File: src/rtl/dpll_backtrack_ctrl_pkg.sv
// Shared types for the DPLL decision/backtrack controller.
//   formula            : checkpointed solver formula state
//   zero_formula       : idle/reset value of every formula-typed output
//   formula_stack_size : default decision depth (matches formula stack capacity)
//   trail_entry        : one decision on the trail {var_id, val, flipped}
//   bt_state_t         : controller FSM state encoding
package dpll_backtrack_ctrl_pkg;

  localparam int FORMULA_W          = 16;
  localparam int formula_stack_size = 4;
  localparam int TRAIL_VAR_W        = 8;

  typedef logic [FORMULA_W-1:0] formula;

  localparam formula zero_formula = '0;

  // 'var' is a reserved word, hence var_id for the decided variable.
  typedef struct packed {
    logic [TRAIL_VAR_W-1:0] var_id;
    logic                   val;
    logic                   flipped;
  } trail_entry;

  typedef enum logic [3:0] {
    IDLE,
    PUSH,
    BT_CHECK,
    POP,
    WAIT,
    RESTORE,
    DISCARD,
    DONE_UNSAT,
    ERR
  } bt_state_t;

endpackage

File: src/rtl/dpll_backtrack_ctrl_if.sv
// Push/pop bus between the backtrack controller and the formula stack.
//   stk_wr_en : push strobe            (controller -> stack)
//   stk_pop   : pop strobe             (controller -> stack)
//   stk_din   : push data              (controller -> stack)
//   stk_full  : stack full             (stack -> controller)
//   stk_empty : stack empty            (stack -> controller)
//   stk_dout  : pop data, valid the cycle after stk_pop (stack -> controller)
interface dpll_backtrack_ctrl_if;
  import dpll_backtrack_ctrl_pkg::*;

  logic   stk_wr_en;
  logic   stk_pop;
  formula stk_din;
  logic   stk_full;
  logic   stk_empty;
  formula stk_dout;

  modport master (
    output stk_wr_en,
    output stk_pop,
    output stk_din,
    input  stk_full,
    input  stk_empty,
    input  stk_dout
  );

  modport slave (
    input  stk_wr_en,
    input  stk_pop,
    input  stk_din,
    output stk_full,
    output stk_empty,
    output stk_dout
  );

endinterface

File: src/rtl/dpll_backtrack_ctrl_decision_trail.sv
// Register-array LIFO holding one trail_entry per decision level.
//   clock, reset : clock, asynchronous active-high reset (clears count)
//   push         : append din (ignored when full)
//   pop          : drop top entry (ignored when empty)
//   set_flipped  : mark top entry as already flipped
//   din          : entry to push
//   top          : current top entry (zero when empty)
//   count        : number of entries held, 0..DEPTH
// DEPTH must be at least 2.
module dpll_backtrack_ctrl_decision_trail
  import dpll_backtrack_ctrl_pkg::*;
#(
  parameter  int DEPTH = formula_stack_size,
  localparam int CNT_W = $clog2(DEPTH) + 1,
  localparam int IDX_W = $clog2(DEPTH)
) (
  input  logic             clock,
  input  logic             reset,
  input  logic             push,
  input  logic             pop,
  input  logic             set_flipped,
  input  trail_entry       din,
  output trail_entry       top,
  output logic [CNT_W-1:0] count
);

  trail_entry       mem [DEPTH];
  logic             not_full;
  logic             not_empty;
  logic [IDX_W-1:0] wr_idx;
  logic [IDX_W-1:0] top_idx;

  assign not_full  = (count < CNT_W'(DEPTH));
  assign not_empty = (count != '0);
  assign wr_idx    = count[IDX_W-1:0];
  assign top_idx   = IDX_W'(count - CNT_W'(1));

  always_ff @(posedge clock or posedge reset) begin
    if (reset) begin
      count <= '0;
    end else if (push && not_full) begin
      count <= count + CNT_W'(1);
    end else if (pop && not_empty) begin
      count <= count - CNT_W'(1);
    end
  end

  // Storage needs no reset: entries above count are never observed.
  always_ff @(posedge clock) begin
    if (push && not_full) begin
      mem[wr_idx] <= din;
    end else if (set_flipped && not_empty) begin
      mem[top_idx].flipped <= 1'b1;
    end
  end

  always_comb begin
    top = '0;
    if (not_empty) begin
      top = mem[top_idx];
    end
  end

endmodule

File: src/rtl/dpll_backtrack_ctrl.sv
// Chronological DPLL decision/backtrack controller driving the formula stack.
//   clock, reset    : clock, asynchronous active-high reset (shared with stack)
//   decide          : decision strobe (sampled when ready)
//   dec_var/dec_val : decided variable and polarity
//   cur_formula     : formula checkpointed on decide
//   conflict        : conflict strobe (sampled when ready, beats decide)
//   stk             : formula stack push/pop bus (master side)
//   ready           : idle and accepting decide/conflict
//   restore_valid   : one-cycle pulse, restore_formula/flip_var/flip_val valid
//   level           : current decision depth
//   unsat, error    : sticky terminal flags
//
// state      | meaning
// IDLE       | waiting for decide/conflict
// PUSH       | checkpoint captured formula, push decision on trail
// BT_CHECK   | backtrack: any decision level left?
// POP        | pop checkpoint of top level from formula stack
// WAIT       | stack pop data settles, capture it
// RESTORE    | reload formula, issue flipped decision, re-push checkpoint
// DISCARD    | top decision already flipped, drop the level
// DONE_UNSAT | no untried branch left
// ERR        | overflow or stack/trail mismatch
module dpll_backtrack_ctrl
  import dpll_backtrack_ctrl_pkg::*;
#(
  parameter  int DEPTH = formula_stack_size,
  parameter  int VAR_W = TRAIL_VAR_W,
  localparam int LVL_W = $clog2(DEPTH) + 1
) (
  input  logic                  clock,
  input  logic                  reset,
  input  logic                  decide,
  input  logic [VAR_W-1:0]      dec_var,
  input  logic                  dec_val,
  input  formula                cur_formula,
  input  logic                  conflict,
  dpll_backtrack_ctrl_if.master stk,
  output logic                  ready,
  output logic                  restore_valid,
  output formula                restore_formula,
  output logic [VAR_W-1:0]      flip_var,
  output logic                  flip_val,
  output logic [LVL_W-1:0]      level,
  output logic                  unsat,
  output logic                  error
);

  bt_state_t        state;
  bt_state_t        state_nxt;
  formula           formula_q;
  logic [VAR_W-1:0] var_q;
  logic             val_q;

  trail_entry       trail_din;
  trail_entry       trail_top;
  logic             trail_push;
  logic             trail_pop;
  logic             trail_set;

  // Level is the trail occupancy; both move together on PUSH and DISCARD.
  dpll_backtrack_ctrl_decision_trail #(
    .DEPTH (DEPTH)
  ) u_trail (
    .clock       (clock),
    .reset       (reset),
    .push        (trail_push),
    .pop         (trail_pop),
    .set_flipped (trail_set),
    .din         (trail_din),
    .top         (trail_top),
    .count       (level)
  );

  assign trail_din = '{var_id: TRAIL_VAR_W'(var_q), val: val_q, flipped: 1'b0};

  always_ff @(posedge clock or posedge reset) begin
    if (reset) begin
      state     <= IDLE;
      formula_q <= zero_formula;
      var_q     <= '0;
      val_q     <= 1'b0;
    end else begin
      state <= state_nxt;
      if (state == IDLE && !conflict && decide) begin
        formula_q <= cur_formula;
        var_q     <= dec_var;
        val_q     <= dec_val;
      end else if (state == WAIT) begin
        // Hold the popped checkpoint so RESTORE does not depend on how
        // long the stack keeps stk_dout stable.
        formula_q <= stk.stk_dout;
      end
    end
  end

  always_comb begin
    state_nxt       = state;
    stk.stk_wr_en   = 1'b0;
    stk.stk_pop     = 1'b0;
    stk.stk_din     = zero_formula;
    restore_valid   = 1'b0;
    restore_formula = zero_formula;
    flip_var        = '0;
    flip_val        = 1'b0;
    trail_push      = 1'b0;
    trail_pop       = 1'b0;
    trail_set       = 1'b0;
    ready           = 1'b0;
    unsat           = 1'b0;
    error           = 1'b0;

    case (state)
      IDLE: begin
        ready = 1'b1;
        if (conflict) begin
          state_nxt = BT_CHECK;
        end else if (decide) begin
          if (stk.stk_full || level == LVL_W'(DEPTH)) begin
            state_nxt = ERR;
          end else begin
            state_nxt = PUSH;
          end
        end
      end

      PUSH: begin
        stk.stk_wr_en = 1'b1;
        stk.stk_din   = formula_q;
        trail_push    = 1'b1;
        state_nxt     = IDLE;
      end

      BT_CHECK: begin
        state_nxt = (level == '0) ? DONE_UNSAT : POP;
      end

      POP: begin
        stk.stk_pop = 1'b1;
        state_nxt   = stk.stk_empty ? ERR : WAIT;
      end

      WAIT: begin
        state_nxt = trail_top.flipped ? DISCARD : RESTORE;
      end

      RESTORE: begin
        restore_valid   = 1'b1;
        restore_formula = formula_q;
        flip_var        = VAR_W'(trail_top.var_id);
        flip_val        = ~trail_top.val;
        // The level stays open with its other branch, so its checkpoint
        // goes straight back onto the stack.
        stk.stk_wr_en   = 1'b1;
        stk.stk_din     = formula_q;
        trail_set       = 1'b1;
        state_nxt       = IDLE;
      end

      DISCARD: begin
        trail_pop = 1'b1;
        state_nxt = BT_CHECK;
      end

      DONE_UNSAT: begin
        unsat = 1'b1;
      end

      ERR: begin
        error = 1'b1;
      end

      default: begin
        state_nxt = ERR;
      end
    endcase
  end

endmodule
File: src/flat_wrapper.sv
// flat-port wrapper written by rule: the top's interface ports become plain ports
module dpll_backtrack_ctrl_flat import dpll_backtrack_ctrl_pkg::*;
#(
  parameter  int DEPTH = formula_stack_size,
  parameter  int VAR_W = TRAIL_VAR_W,
  localparam int LVL_W = $clog2(DEPTH) + 1
)
  (clock, reset, decide, dec_var, dec_val, cur_formula, conflict, ready, restore_valid, restore_formula, flip_var, flip_val, level, unsat, error, stk_stk_wr_en, stk_stk_pop, stk_stk_din, stk_stk_full, stk_stk_empty, stk_stk_dout);
  dpll_backtrack_ctrl_if stk_i ();
  input  logic clock;
  input  logic reset;
  input  logic decide;
  input  logic [VAR_W-1:0] dec_var;
  input  logic dec_val;
  input  formula cur_formula;
  input  logic conflict;
  output logic ready;
  output logic restore_valid;
  output formula restore_formula;
  output logic [VAR_W-1:0] flip_var;
  output logic flip_val;
  output logic [LVL_W-1:0] level;
  output logic unsat;
  output logic error;
  output wire logic [$bits(stk_i.stk_wr_en)-1:0] stk_stk_wr_en;
  output wire logic [$bits(stk_i.stk_pop)-1:0] stk_stk_pop;
  output wire logic [$bits(stk_i.stk_din)-1:0] stk_stk_din;
  input wire logic [$bits(stk_i.stk_full)-1:0] stk_stk_full;
  input wire logic [$bits(stk_i.stk_empty)-1:0] stk_stk_empty;
  input wire logic [$bits(stk_i.stk_dout)-1:0] stk_stk_dout;
  assign stk_stk_wr_en = stk_i.stk_wr_en;
  assign stk_stk_pop = stk_i.stk_pop;
  assign stk_stk_din = stk_i.stk_din;
  assign stk_i.stk_full = stk_stk_full;
  assign stk_i.stk_empty = stk_stk_empty;
  assign stk_i.stk_dout = stk_stk_dout;
  dpll_backtrack_ctrl #(.DEPTH(DEPTH), .VAR_W(VAR_W)) u_core (.clock(clock), .reset(reset), .decide(decide), .dec_var(dec_var), .dec_val(dec_val), .cur_formula(cur_formula), .conflict(conflict), .stk(stk_i), .ready(ready), .restore_valid(restore_valid), .restore_formula(restore_formula), .flip_var(flip_var), .flip_val(flip_val), .level(level), .unsat(unsat), .error(error));
endmodule
File: config.mk
export PLATFORM = sky130hd
export DESIGN_NAME = dpll_backtrack_ctrl_flat
export DESIGN_NICKNAME = d
export VERILOG_FILES = /design/src/rtl/dpll_backtrack_ctrl_pkg.sv /design/src/rtl/dpll_backtrack_ctrl_if.sv /design/src/rtl/dpll_backtrack_ctrl_decision_trail.sv /design/src/rtl/dpll_backtrack_ctrl.sv /design/src/flat_wrapper.sv
export SDC_FILE = /design/constraint.sdc
export NUM_CORES = 1
export LEC_CHECK = 0
export CORE_MARGIN = 2
export CORE_UTILIZATION = 48
export CTS_CLUSTER_SIZE = 25
export DETAILED_ROUTE_END_ITERATION = 12
export PLACE_DENSITY = 0.76
export SYNTH_ARGS = -nofsm -noshare
export SYNTH_HDL_FRONTEND = slang
export SYNTH_SLANG_ARGS = --single-unit
File: constraint.sdc
create_clock -name clock -period 6.1 [get_ports clock]
set_input_delay 1.22 -clock clock [delete_from_list [all_inputs] [get_ports clock]]
set_output_delay 1.22 -clock clock [all_outputs]
set_load 0.01 [all_outputs]
==> flow_summary.json <==
{
  "numCtsBuffers": 9,
  "finalSetupTns_ns": 0,
  "switching_share_pct": 19.35,
  "drt_iter0_markers": 98,
  "path_class": "flip-flop to primary output",
  "start_kind": "flip-flop",
  "routed_wl_um": 7566,
  "critPathArrivalTime_ns": 3.42,
  "crit_fanout": 17,
  "cap_violations": 0,
  "synth_top_flop_cell": "edfxtp_1",
  "met1_length_um": 3221,
  "fin_skew_ns": 0.006560,
  "die_h_um": 89.89,
  "hold_buffers": 0,
  "ys_seq_area_share_pct": 56.54,
  "diodes": 0,
  "highest_layer": "met4",
  "cts_sinks": 72,
  "hold_violations": 0,
  "path_cells": "inv_2, ha_1, mux4_2, a21boi_1, clkdlybuf4s50_1",
  "syn_area_per_cell_um2": 12.65,
  "syn_to_final_growth_pct": 34.24,
  "rsz0062_at_grt": "no",
  "antenna_found_initial": 0,
  "hold_path_class": "flip-flop to flip-flop",
  "clkTransAtPathRegs_ns": 0.07,
  "dieArea_um2": 8080,
  "grt_max_degree": 42,
  "status": "completed",
  "final_cell_mix": "clkdlybuf4s50_1, and2_1, edfxtp_1",
  "synth_compound_area_share_pct": 5.159,
  "synth-async-reset-ratio_pct": 44.44,
  "p_clk_share_pct": 42.6,
  "cts_root_buffer": "clkbuf_8",
  "syn_nets": 330,
  "firstDrtPassIters": 4,
  "ys_types": 44,
  "cts_max_path_buffers": 2,
  "layoutNonFillerInstCount": 474,
  "die_w_um": 89.89,
  "fill_cells": 580,
  "ioPinCount": 97,
  "fin_area_um2": 4753,
  "dr_wl_met3_um": 285,
  "placed_cell_area_um2": 4541,
  "p_per_area_nw_per_um2": 199.9,
  "htreeDepth": 3,
  "muxShareOfSynthArea_pct": 15.16,
  "final_common_cell": "clkdlybuf4s50_1",
  "ctsResizeCount": 0,
  "start_util_pct": 49.08,
  "post_drt_wl_per_cell_um": 15.96,
  "cts_tree": "built",
  "p_sw_mw": 0.1839,
  "relSlewSlack_pct": 30.49,
  "drv_slew": 0,
  "yosys_warnings": 0,
  "drive_above_1_share_pct": 11.73,
  "yosys.area_share.adder_pct": 1.060,
  "internal_power_mw": 0.7664,
  "ys_seq_elements": 72,
  "vias_per_cell": 5.063,
  "clock.fmax_mhz": 215.7,
  "ir_drop_mv": 0.1367,
  "synthSimpleGateAreaFrac_pct": 17.81,
  "synth_edf_count": 40,
  "grt_pass1_wl_um": 12470,
  "report.final.setup_viol": 0,
  "cts_setup_buffers": 0,
  "critical-path-max-stage-delay_ns": 0.93,
  "multiInputGateArea_um2": 1401,
  "final_nets": 420,
  "cp.required_ns": 4.88,
  "crit_slowest_cell": "dfrtp_1",
  "grt_pass1_vias": 2450,
  "portBuffers": 96,
  "end_kind": "primary output",
  "route.detailed.drc": 0,
  "synthCells": 280,
  "leakage_nw": 1.776,
  "crit_family": "flip-flops",
  "synth-xor-area-share_pct": 0.2473,
  "fin_crit_ns": 4.636,
  "routed-via-count": 2400,
  "ant_nets": 0,
  "dp_hpwl_um": 5132,
  "fin_crit_sh_pct": 76.00,
  "seqPwrFrac_pct": 53.6,
  "regArea_um2": 2002,
  "gr-total-overflow": 0,
  "pwr-share-comb_pct": 3.8,
  "path_buf_inv": 2,
  "dp.cells": 458,
  "worstMarginPinSlew_ns": 1.039,
  "synth_top_family_by_area": "simple AND/OR/NAND/NOR gates",
  "rows": 31,
  "core_um2": 7214,
  "netlist_area_um2": 3541,
  "gp_congestion": 0.7788,
  "track_usage_pct": 19.94,
  "met2_length_um": 3897,
  "clk_latency_ns": 0.34
}
-- sequential cells by signal, indices dropped and copies added, names as in the netlist --
| signal | flops |
|---|---|
| u_core.var_q | 8 |
| u_core.formula_q | 16 |
| u_core.u_trail.count | 3 |
| u_core.val_q | 1 |
| u_core.u_trail.mem | 40 |
| u_core.state | 4 |
-- worst paths after layout --
kind | from | endpoint | slack [ns] | depth (start not counted)
worst min register to register | u_core.var_q[5] | u_core.var_q[5] | 0.48 | 1
worst max-delay path | u_core.u_trail.count[0] | flip_val | 1.46 | 5
max in group asynchronous | reset | u_core.formula_q[10] | 4.51 | 3
worst min-delay path | u_core.var_q[5] | u_core.var_q[5] | 0.48 | 1
worst max register to register | u_core.u_trail.count[0] | u_core.u_trail.mem[0][0] | 3.04 | 7
min in group asynchronous | reset | u_core.formula_q[2] | 1.27 | 3
-- power by group through the flow --
stage	Clock, mW	Combinational, mW	Sequential, mW
floorplan	0	0.00439	0.520
global route	0.437	0.0390	0.509
finish	0.405	0.0360	0.509
detailed placement	0	0.0364	0.520
global placement	0	0.0362	0.520
CTS	0.414	0.0365	0.509
-- Yosys cell counts (7+ instances only) --
library cell	count	area share [%]
nand2_1	9	0.95
mux2_4	8	3.4
and2_1	40	7.1
nor2_1	24	2.5
a21oi_1	19	2.7
edfxtp_1	40	34
and3_1	10	1.8
inv_1	7	0.74
dfrtp_1	32	23
mux2i_1	18	5.1
mux4_2	9	5.7
clkbuf_1	9	0.95
-- per-stage QoR --
step,worst slack (ns),utilization [%],power (mW),hold slack [ns]
4_1_cts,1.398,65.89,0.9593,0.4903
6_report,1.464,65.89,0.9503,0.4832
5_1_grt,1.252,65.89,0.9852,0.5122
3_5_place_dp,1.785,62.94,0.5560,0.4736
2_1_floorplan,2.683,-,0.5240,0.4556
3_3_place_gp,1.890,62.94,0.5558,0.4674
-- layer usage --
metal	global-route usage, %	vias up
li1	-	1180
met1	24.72	1151
met2	34.22	57
met3	3.688	12
met4	8.974	0
met5	0	-
-- kinds of logic after synthesis --
| group | Yosys count |
|---|---|
| flip-flops | 72 |
| XOR/XNOR | 1 |
| multiplexers | 38 |
| adder cells (fa/ha/maj) | 3 |
| buffers and inverters | 28 |
| AO/OA/AOI/OAI | 31 |
| AND/OR/NAND/NOR | 107 |
-- cell type report --
type	count	share of cell area, %
flip-flops and latches	72	42.12
clock buffers	11	2.764
repair buffers	99	20.69
clock inverters	5	1.711
well taps	99	2.606
inverters	8	0.6317
multi-input cells	180	29.48
(Power assumes the default switching activity.)
